### src/rtl/pulse_bank_pkg.sv
// Shared APU definitions for the pulse voices: register layout, length and duty tables.
package pulse_bank_pkg;

  typedef struct packed {
    logic [1:0] duty;
    logic       halt;
    logic       const_vol;
    logic [3:0] vol;
    logic [7:0] r1;
    logic [7:0] timer_lo;
    logic [4:0] length_idx;
    logic [2:0] timer_hi;
  } pulse_regs_t;

  localparam logic [7:0] LENGTH_TABLE [32] = '{
    8'd10,  8'd254, 8'd20,  8'd2,  8'd40, 8'd4,  8'd80, 8'd6,
    8'd160, 8'd8,   8'd60,  8'd10, 8'd14, 8'd12, 8'd26, 8'd14,
    8'd12,  8'd16,  8'd24,  8'd18, 8'd48, 8'd20, 8'd96, 8'd22,
    8'd192, 8'd24,  8'd72,  8'd26, 8'd16, 8'd28, 8'd32, 8'd30
  };

  // Leftmost bit of each pattern is sequencer step 0.
  localparam logic [7:0] DUTY_TABLE [4] = '{
    8'b01000000, 8'b01100000, 8'b01111000, 8'b10011111
  };

  function automatic logic duty_bit(input logic [1:0] duty, input logic [2:0] idx);
    logic [7:0] pattern;
    pattern = DUTY_TABLE[duty];
    return pattern[3'd7 - idx];
  endfunction

endpackage

### src/rtl/pulse_voice.sv
// One pulse voice: period timer, duty sequencer, envelope and length counter.
module pulse_voice
  import pulse_bank_pkg::*;
(
  input  logic        clk,
  input  logic        rst_l,
  input  logic        apu_clk_en,
  input  logic        quarter_clk_en,
  input  logic        half_clk_en,
  input  logic [1:0]  duty,
  input  logic        halt,
  input  logic        const_vol,
  input  logic [3:0]  vol,
  input  logic [10:0] period,
  input  logic        r3_wr,
  input  logic [4:0]  load_idx,
  input  logic        enabled,
  output logic [3:0]  voice_out,
  output logic        length_nz
);

  logic [10:0] timer;
  logic [2:0]  seq_idx;
  logic [7:0]  length;
  logic        env_start;
  logic [3:0]  decay;
  logic [3:0]  divider;
  logic [3:0]  volume;

  always_ff @(posedge clk or negedge rst_l) begin
    if (!rst_l) begin
      timer   <= '0;
      seq_idx <= '0;
    end else begin
      if (apu_clk_en) begin
        if (timer == 11'd0) begin
          timer   <= period;
          seq_idx <= seq_idx - 3'd1;
        end else begin
          timer <= timer - 11'd1;
        end
      end
      if (r3_wr) seq_idx <= 3'd0;
    end
  end

  // `enabled` is the post-write enable, so a disable clears the counter on the same edge.
  always_ff @(posedge clk or negedge rst_l) begin
    if (!rst_l) begin
      length <= '0;
    end else if (r3_wr && enabled) begin
      length <= LENGTH_TABLE[load_idx];
    end else if (!enabled) begin
      length <= '0;
    end else if (half_clk_en && length != 8'd0 && !halt) begin
      length <= length - 8'd1;
    end
  end

  always_ff @(posedge clk or negedge rst_l) begin
    if (!rst_l) begin
      env_start <= 1'b0;
      decay     <= '0;
      divider   <= '0;
    end else begin
      if (quarter_clk_en) begin
        if (env_start) begin
          env_start <= 1'b0;
          decay     <= 4'd15;
          divider   <= vol;
        end else if (divider == 4'd0) begin
          divider <= vol;
          if (decay != 4'd0)  decay <= decay - 4'd1;
          else if (halt)      decay <= 4'd15;
        end else begin
          divider <= divider - 4'd1;
        end
      end
      if (r3_wr) env_start <= 1'b1;
    end
  end

  assign length_nz = |length;
  assign volume    = const_vol ? vol : decay;
  // Periods below 8 are ultrasonic and muted.
  assign voice_out = (duty_bit(duty, seq_idx) && length_nz && |period[10:3]) ? volume : 4'd0;

endmodule

### src/rtl/pulse_bank.sv
// Bank of NUM_CH pulse voices with register decode, ENABLE/status register and mixer.
module pulse_bank
  import pulse_bank_pkg::*;
#(
  parameter int NUM_CH = 4,
  parameter int ADDR_W = 6
) (
  input  logic                             clk,
  input  logic                             rst_l,
  input  logic                             cpu_clk_en,
  input  logic                             apu_clk_en,
  input  logic                             quarter_clk_en,
  input  logic                             half_clk_en,
  input  logic [ADDR_W-1:0]                reg_addr,
  input  logic [7:0]                       reg_data_in,
  input  logic                             reg_en,
  input  logic                             reg_we,
  output logic [7:0]                       reg_data_out,
  output logic [NUM_CH-1:0]                length_non_zero,
  output logic [4+$clog2(NUM_CH+1)-1:0]    mix_out
);

  localparam int MIX_W = 4 + $clog2(NUM_CH + 1);
  localparam logic [ADDR_W-1:0] ENABLE_ADDR = ADDR_W'(4 * NUM_CH);

  logic                    wr_en;
  logic                    rd_en;
  logic [NUM_CH-1:0]       enable;
  logic [NUM_CH-1:0]       enable_nxt;
  logic [NUM_CH-1:0][3:0]  voice_out;
  logic [MIX_W-1:0]        mix_sum;

  assign wr_en      = reg_en & reg_we & cpu_clk_en;
  assign rd_en      = reg_en & ~reg_we & cpu_clk_en;
  assign enable_nxt = (wr_en && reg_addr == ENABLE_ADDR) ? reg_data_in[NUM_CH-1:0] : enable;

  always_ff @(posedge clk or negedge rst_l) begin
    if (!rst_l) enable <= '0;
    else        enable <= enable_nxt;
  end

  for (genvar c = 0; c < NUM_CH; c++) begin : g_voice
    pulse_regs_t regs;
    logic        sel;
    logic        r3_wr;

    // Upper address bits select the voice; addresses at or above ENABLE never match.
    assign sel   = wr_en && (reg_addr[ADDR_W-1:2] == (ADDR_W-2)'(c));
    assign r3_wr = sel && (reg_addr[1:0] == 2'd3);

    always_ff @(posedge clk or negedge rst_l) begin
      if (!rst_l) begin
        regs <= '0;
      end else if (sel) begin
        case (reg_addr[1:0])
          2'd0:    {regs.duty, regs.halt, regs.const_vol, regs.vol} <= reg_data_in;
          2'd1:    regs.r1 <= reg_data_in;
          2'd2:    regs.timer_lo <= reg_data_in;
          default: {regs.length_idx, regs.timer_hi} <= reg_data_in;
        endcase
      end
    end

    pulse_voice u_voice (
      .clk            (clk),
      .rst_l          (rst_l),
      .apu_clk_en     (apu_clk_en),
      .quarter_clk_en (quarter_clk_en),
      .half_clk_en    (half_clk_en),
      .duty           (regs.duty),
      .halt           (regs.halt),
      .const_vol      (regs.const_vol),
      .vol            (regs.vol),
      .period         ({regs.timer_hi, regs.timer_lo}),
      .r3_wr          (r3_wr),
      .load_idx       (reg_data_in[7:3]),
      .enabled        (enable_nxt[c]),
      .voice_out      (voice_out[c]),
      .length_nz      (length_non_zero[c])
    );
  end

  always_comb begin
    mix_sum = '0;
    for (int c = 0; c < NUM_CH; c++) mix_sum = mix_sum + MIX_W'(voice_out[c]);
  end

  always_ff @(posedge clk or negedge rst_l) begin
    if (!rst_l) begin
      mix_out      <= '0;
      reg_data_out <= '0;
    end else begin
      mix_out <= mix_sum;
      if (rd_en) reg_data_out <= (reg_addr == ENABLE_ADDR) ? 8'(length_non_zero) : 8'd0;
    end
  end

endmodule

### config.mk
export PLATFORM = sky130hd
export DESIGN_NAME = pulse_bank
export DESIGN_NICKNAME = d
export VERILOG_FILES = /design/src/rtl/pulse_bank_pkg.sv /design/src/rtl/pulse_voice.sv /design/src/rtl/pulse_bank.sv
export SDC_FILE = /design/constraint.sdc
export NUM_CORES = 1
export LEC_CHECK = 0
export CELL_PAD_IN_SITES_DETAIL_PLACEMENT = 0
export CELL_PAD_IN_SITES_GLOBAL_PLACEMENT = 1
export CORE_MARGIN = 8
export CORE_UTILIZATION = 45
export DETAILED_ROUTE_END_ITERATION = 16
export PLACE_DENSITY = 0.79
export SYNTH_ARGS = -nofsm -noshare
export SYNTH_HDL_FRONTEND = slang
export SYNTH_SLANG_ARGS = --single-unit
### constraint.sdc
create_clock -name clk -period 4.2 [get_ports clk]
set_clock_uncertainty 0.15 [all_clocks]
set_input_delay 1.05 -clock clk [delete_from_list [all_inputs] [get_ports clk]]
set_output_delay 1.05 -clock clk [all_outputs]
set_load 0.05 [all_outputs]
# == After elaboration in Yosys (flattened, before gate mapping) ==
# Memories as Yosys holds them, arrays and structs flattened.
# Cells that the tools add are included.
# op_classes
mux,89
addsub,27
eq_ne,11
bitwise_logic,11
n_lt_le_gt_ge,9
reduce_logical,100
# op_table
op,n
two-way mux 8 bit,22
two-way mux 4 bit,34
binary-select mux 8 bit (select 2 bit),4
OR reduction 8 bit,8
logical NOT 11 bit,4
two-way mux 11 bit,4
subtractor 11 x 1 -> 11 bit (second input constant),4
two-way mux 3 bit,12
AND reduction 2 bit,16
nonzero test 2 bit,16
nonzero test 8 bit,4
subtractor 4 x 1 -> 4 bit (second input constant),8
subtractor 8 x 1 -> 8 bit (second input constant),4
logical AND 1 bit,29
logical NOT 4 bit,5
less-than comparator 3 x 4 -> 1 bit (second input constant),4
nonzero test 4 bit,4
binary-select mux 1 bit (select 3 bit),4
greater-or-equal comparator 3 bit (second input constant),4
!= test 3 x 1 -> 1 bit (second input constant),4
inverter 2 -> 3 bit,4
AND reduction 3 bit,4
nonzero test 3 bit,4
subtractor 3 x 1 -> 3 bit (second input constant),4
other kinds (17),37
# totals
rom_bits,256
reg_bits,219
output_inout_bits,19
wordCells,299
mem_count,1
# mem_list
memory,words,word_bits,rd,rd_clocked_by_memory_dff,wr,line_no,text
(name not given),32,8,1,0,0,pulse_voice.sv:52,length <= LENGTH_TABLE[load_idx];

# == Depth between registers and ports, before layout ==
# depth
word_depth,12
ltp_mapped,15
mapped_depth_nobuf,15

# == Modules after synthesis ==
# A second synthesis with hierarchy kept.
# hier_totals
cells_unflattened,1372
area_unflattened_um2,13270.2
# modules_own_cells
mod,cells_per_inst,area_per_inst_um2,seq_area_each_um2,instances
pulse_voice at g_voice[1].u_voice ...,278,2391.0,775.7,2
pulse_bank,258,3853.7,2252.2,1
pulse_voice at g_voice[3].u_voice,284,2344.7,775.7,1
pulse_voice at g_voice[0].u_voice,274,2289.7,775.7,1

# == Worst setup path before layout ==
# OpenSTA, ideal clock, no wires.
# synth_path
kind,flip-flop to flip-flop
from,register g_voice[2].u_voice.length[0]
to,register mix_out[5]
path_slack_ns,0.403
arrival_ns,3.529
required_ns,3.932
path_stages_with_launch,14
period_less_slack_ns,3.797
cell_sequence,dfrtp_1 -> inv_1 -> ha_1 -> or3b_2 -> nor3_1 -> inv_1 -> o2111ai_1 -> nor2_1 -> fa_1 -> fa_1 -> ha_1 -> fa_1 -> a21o_1 -> a21o_1
# synth_via
elab_chain_cells,6
# synth_rtl
item,line_no,text
"start, declared",pulse_voice.sv:24,logic [7:0] length;
"start signal, assigned",pulse_voice.sv:52,
"start signal, assigned",pulse_voice.sv:56,length <= length - 8'd1;
OR reduction 8 bit,pulse_voice.sv:83,assign length_nz = |length;
via g_voice[2].u_voice.length_nz,pulse_voice.sv:19,output logic length_nz
logical AND 1 bit (2 in a row),pulse_voice.sv:86,"assign voice_out = (duty_bit(duty, seq_idx) && length_nz && |period[10:3]) ? volume : 4'd0;"
two-way mux 4 bit,pulse_voice.sv:86,
adder 5 x 4 -> 6 bit,pulse_bank.sv:85,for (int c = 0; c < NUM_CH; c++) mix_sum = mix_sum + MIX_W'(voice_out[c]);
adder 6 x 4 -> 7 bit,pulse_bank.sv:85,
via mix_sum[5],pulse_bank.sv:31,logic [MIX_W-1:0] mix_sum;
"end signal, assigned",pulse_bank.sv:93,mix_out <= mix_sum;
"end, declared",pulse_bank.sv:20,output logic [4+$clog2(NUM_CH+1)-1:0] mix_out
# The timed path passes the listed nets, and every way through them passes these cells.
# A chain may end at the register's enable or synchronous reset.

# == Worst setup path in the final report ==
# layout_path
from,register g_voice[3].u_voice.length[0]
to,output port length_non_zero[3]
# layout_via
elab_chain_cells,1
# layout_rtl
item,line_no,text
"start, declared",pulse_voice.sv:24,
"start signal, assigned",pulse_voice.sv:52,
"start signal, assigned",pulse_voice.sv:56,
OR reduction 8 bit,pulse_voice.sv:83,
"end, declared",pulse_bank.sv:19,"output logic [NUM_CH-1:0] length_non_zero,"
# Every way passes these cells.

==> qor.yml <==
routedWlPerCell_um: 18.6
via_count: 9442
rows: 60
grt_usage_pct: 18.6
busiest_layer: "met2"
synthTopCellsByArea: "dfrtp_1 (44%), mux2_2 (6.1%), ha_1 (4.0%)"
die_y_um: 180
slew_headroom_pct: 23.0
required_ns: 3.00
port_buffers: 35
synthArstFlopShare_pct: 100
path_class: "flip-flop to output pin"
drtIter0Drc: 683
grt_pass1_vias: 9280
cts_buffer_depth: 3
yosysSeqAreaShare_pct: 44.3
crit_fanout: 4
wirelength_um: 30100
slew_violations: 0
grtUsageMet2_pct: 30.0
synth.distinct_cells: 76
yosys.area.top_type: "dfrtp_1"
place.gp.congestion: 0.882
yosysMostFrequentCell: "dfrtp_1"
die_w_um: 180
p_leak_nw: 6.35
netlist_instances: 1223
yosys.area.top_type_share_pct: 44.3
yosysWarnings: 0
grt_pass1_wl_um: 50100
drt.antenna.violating_nets: 0
cp.arrival_ns: 2.70
cts_hold_buf: 0
netlist_top_cells_count: "dfrtp_1 (214), inv_1 (98), nand2_1 (91), nor2_1 (73), mux2_2 (65)"
drcViolationCount: 0
fin_crit_ns: 3.90
cts_tree: "done"
diodes: 0
fin_setup_tns_ns: 0
synth.cell_area_mm2: 0.0121
worstMarginPinSlew_ns: 1.14
cp-start-kind: "flip-flop"
pin_count: 41
ctsResizeCount: 0
setup_viol: 0
crit_path_end_kind: "output pin"
period_share_pct: 92.8
clk_pin_slew_ns: 0.05
place_inst: 1573
synth_ff_type: "dfrtp_1"
gr-usage-met3_pct: 2.16
cts_setup_buffers: 0
drt_pre_antenna_iters: 6
hp-class: "flip-flop to flip-flop"
nets: 1329
areaGrowthSynthToFinish_pct: 14.6
ir_drop_uv: 274
status: "completed"
rsz0062_at_grt: "false"
grt_max_degree: 108
fillers: 2379
syn_area_per_cell_um2: 9.89
clock_sinks: 214
maxCapViolations: 0
multi_input_area_mm2: 0.00614
max_freq_mhz: 256
synth_edf_count: 0
die-area_mm2: 0.0324
coreArea_mm2: 0.0267
htreeDepth: 1
synth-seq-cells: 214
dpl.hpwl_um: 21200
fin_cells: 1619
cts_buffers: 26
power_density_mw_per_mm2: 498
overflow: 0
cts_root_buf: "clkbuf_16"
antenna_found_initial: 0
met1_usage_pct: 26.4
start_util_pct: 45.4
seqCellArea_mm2: 0.00536
via_per_inst: 5.83
hold_viol: 0
drive_above_1_share_pct: 14.5
clock_latency_ns: 0.54
-- per-layer routing --
metal  up-vias  wire [um]
li1       4539          -
met2       198      13900
met1      4672      14500
met5         -          0
met4         0        454
met3        33       1250
-- final cells by class --
type | instances | share of cell area, %
Sequential cell | 214 | 38.6
Timing Repair Buffer | 67 | 4.35
Multi-Input combinational cell | 853 | 44.3
Clock buffer | 34 | 5.34
Inverter | 98 | 2.65
Tap cell | 341 | 3.08
Clock inverter | 12 | 1.65
-- critical path, stage by stage (launching register included) --
cell,delay [ns]
dfrtp_1,0.39
inv_1,0.06
ha_1,0.20
nor4b_1,0.31
and2_1,0.31
inv_1,0.15
clkdlybuf4s50_1,0.73
-- power by group --
part	total, W	switching, W	internal, W
Sequential	0.00287	0.000438	0.00244
Clock	0.00251	0.000905	0.00161
Combinational	0.00151	0.000814	0.000697
-- cells by family (layout without fill, tap and decap cells) --
logic type               count (synthesis)  after routing  synth area share [%]
AND/OR/NAND/NOR                        403            403                  18.2
AO/OA/AOI/OAI                          268            268                  15.2
flip-flops                             214            214                  44.3
buffers and inverters                  160            211                  5.26
multiplexers                           113            113                  10.5
adder cells (fa/ha/maj)                 47             47                  5.36
XOR/XNOR                                17             17                  1.23
other                                    1              5                0.0310
-- metrics by stage --
| stage | total power [W] | util [%] | hold slack (ns) | worst slack (ns) | instance area [um2] |
|---|---|---|---|---|---|
| 6_report | 0.00690 | 52.0 | 0.342 | 0.301 | 13900 |
| 3_5_place_dp | 0.00441 | 48.3 | 0.320 | 0.100 | 12900 |
| 4_1_cts | 0.00694 | 51.9 | 0.338 | 0.0994 | 13800 |
| 5_1_grt | 0.00734 | 52.0 | 0.353 | 0.0540 | 13900 |
| 2_1_floorplan | 0.00396 | - | 0.294 | 0.403 | 12100 |
| 3_3_place_gp | 0.00437 | 48.3 | 0.324 | 0.159 | 12900 |
-- cell usage in the layout (no fill, tap or decap), types with 17 or more instances in the layout --
cell type        instances
nor4_1                  32
nand2_1                 91
inv_1                   98
nand3_1                 27
nor2_1                  73
mux2i_1                 43
clkbuf_16               26
clkdlybuf4s50_1         33
a211oi_1                28
o21ai_0                 64
mux2_2                  65
buf_4                   31
ha_1                    39
nor2b_1                 17
a21oi_1                 41
nor3_1                  34
dfrtp_1                214
-- final timing paths --
| check | startpoint | cells past startpoint | end | slack, ns |
|---|---|---|---|---|
| min | reg_data_out[3] | 2 | reg_data_out[3] | 0.34 |
| min reg2reg | reg_data_out[3] | 2 | reg_data_out[3] | 0.34 |
| max in group asynchronous | rst_l | 2 | g_voice[2].u_voice.timer[7] | 2.55 |
| min in group asynchronous | rst_l | 1 | g_voice[1].u_voice.divider[1] | 0.39 |
| max reg2reg | g_voice[0].u_voice.length[0] | 13 | mix_out[5] | 0.31 |
| max | g_voice[3].u_voice.length[0] | 6 | length_non_zero[3] | 0.30 |
-- registers in the layout, indices dropped and copies added, names as in the netlist --
| signal | flops |
|---|---|
| enable | 4 |
| g_voice.regs | 76 |
| g_voice.u_voice.decay | 16 |
| g_voice.u_voice.divider | 16 |
| g_voice.u_voice.env_start | 4 |
| g_voice.u_voice.length | 32 |
| g_voice.u_voice.seq_idx | 12 |
| g_voice.u_voice.timer | 44 |
| mix_out | 6 |
| reg_data_out | 4 |
(Power assumes the default switching activity.)
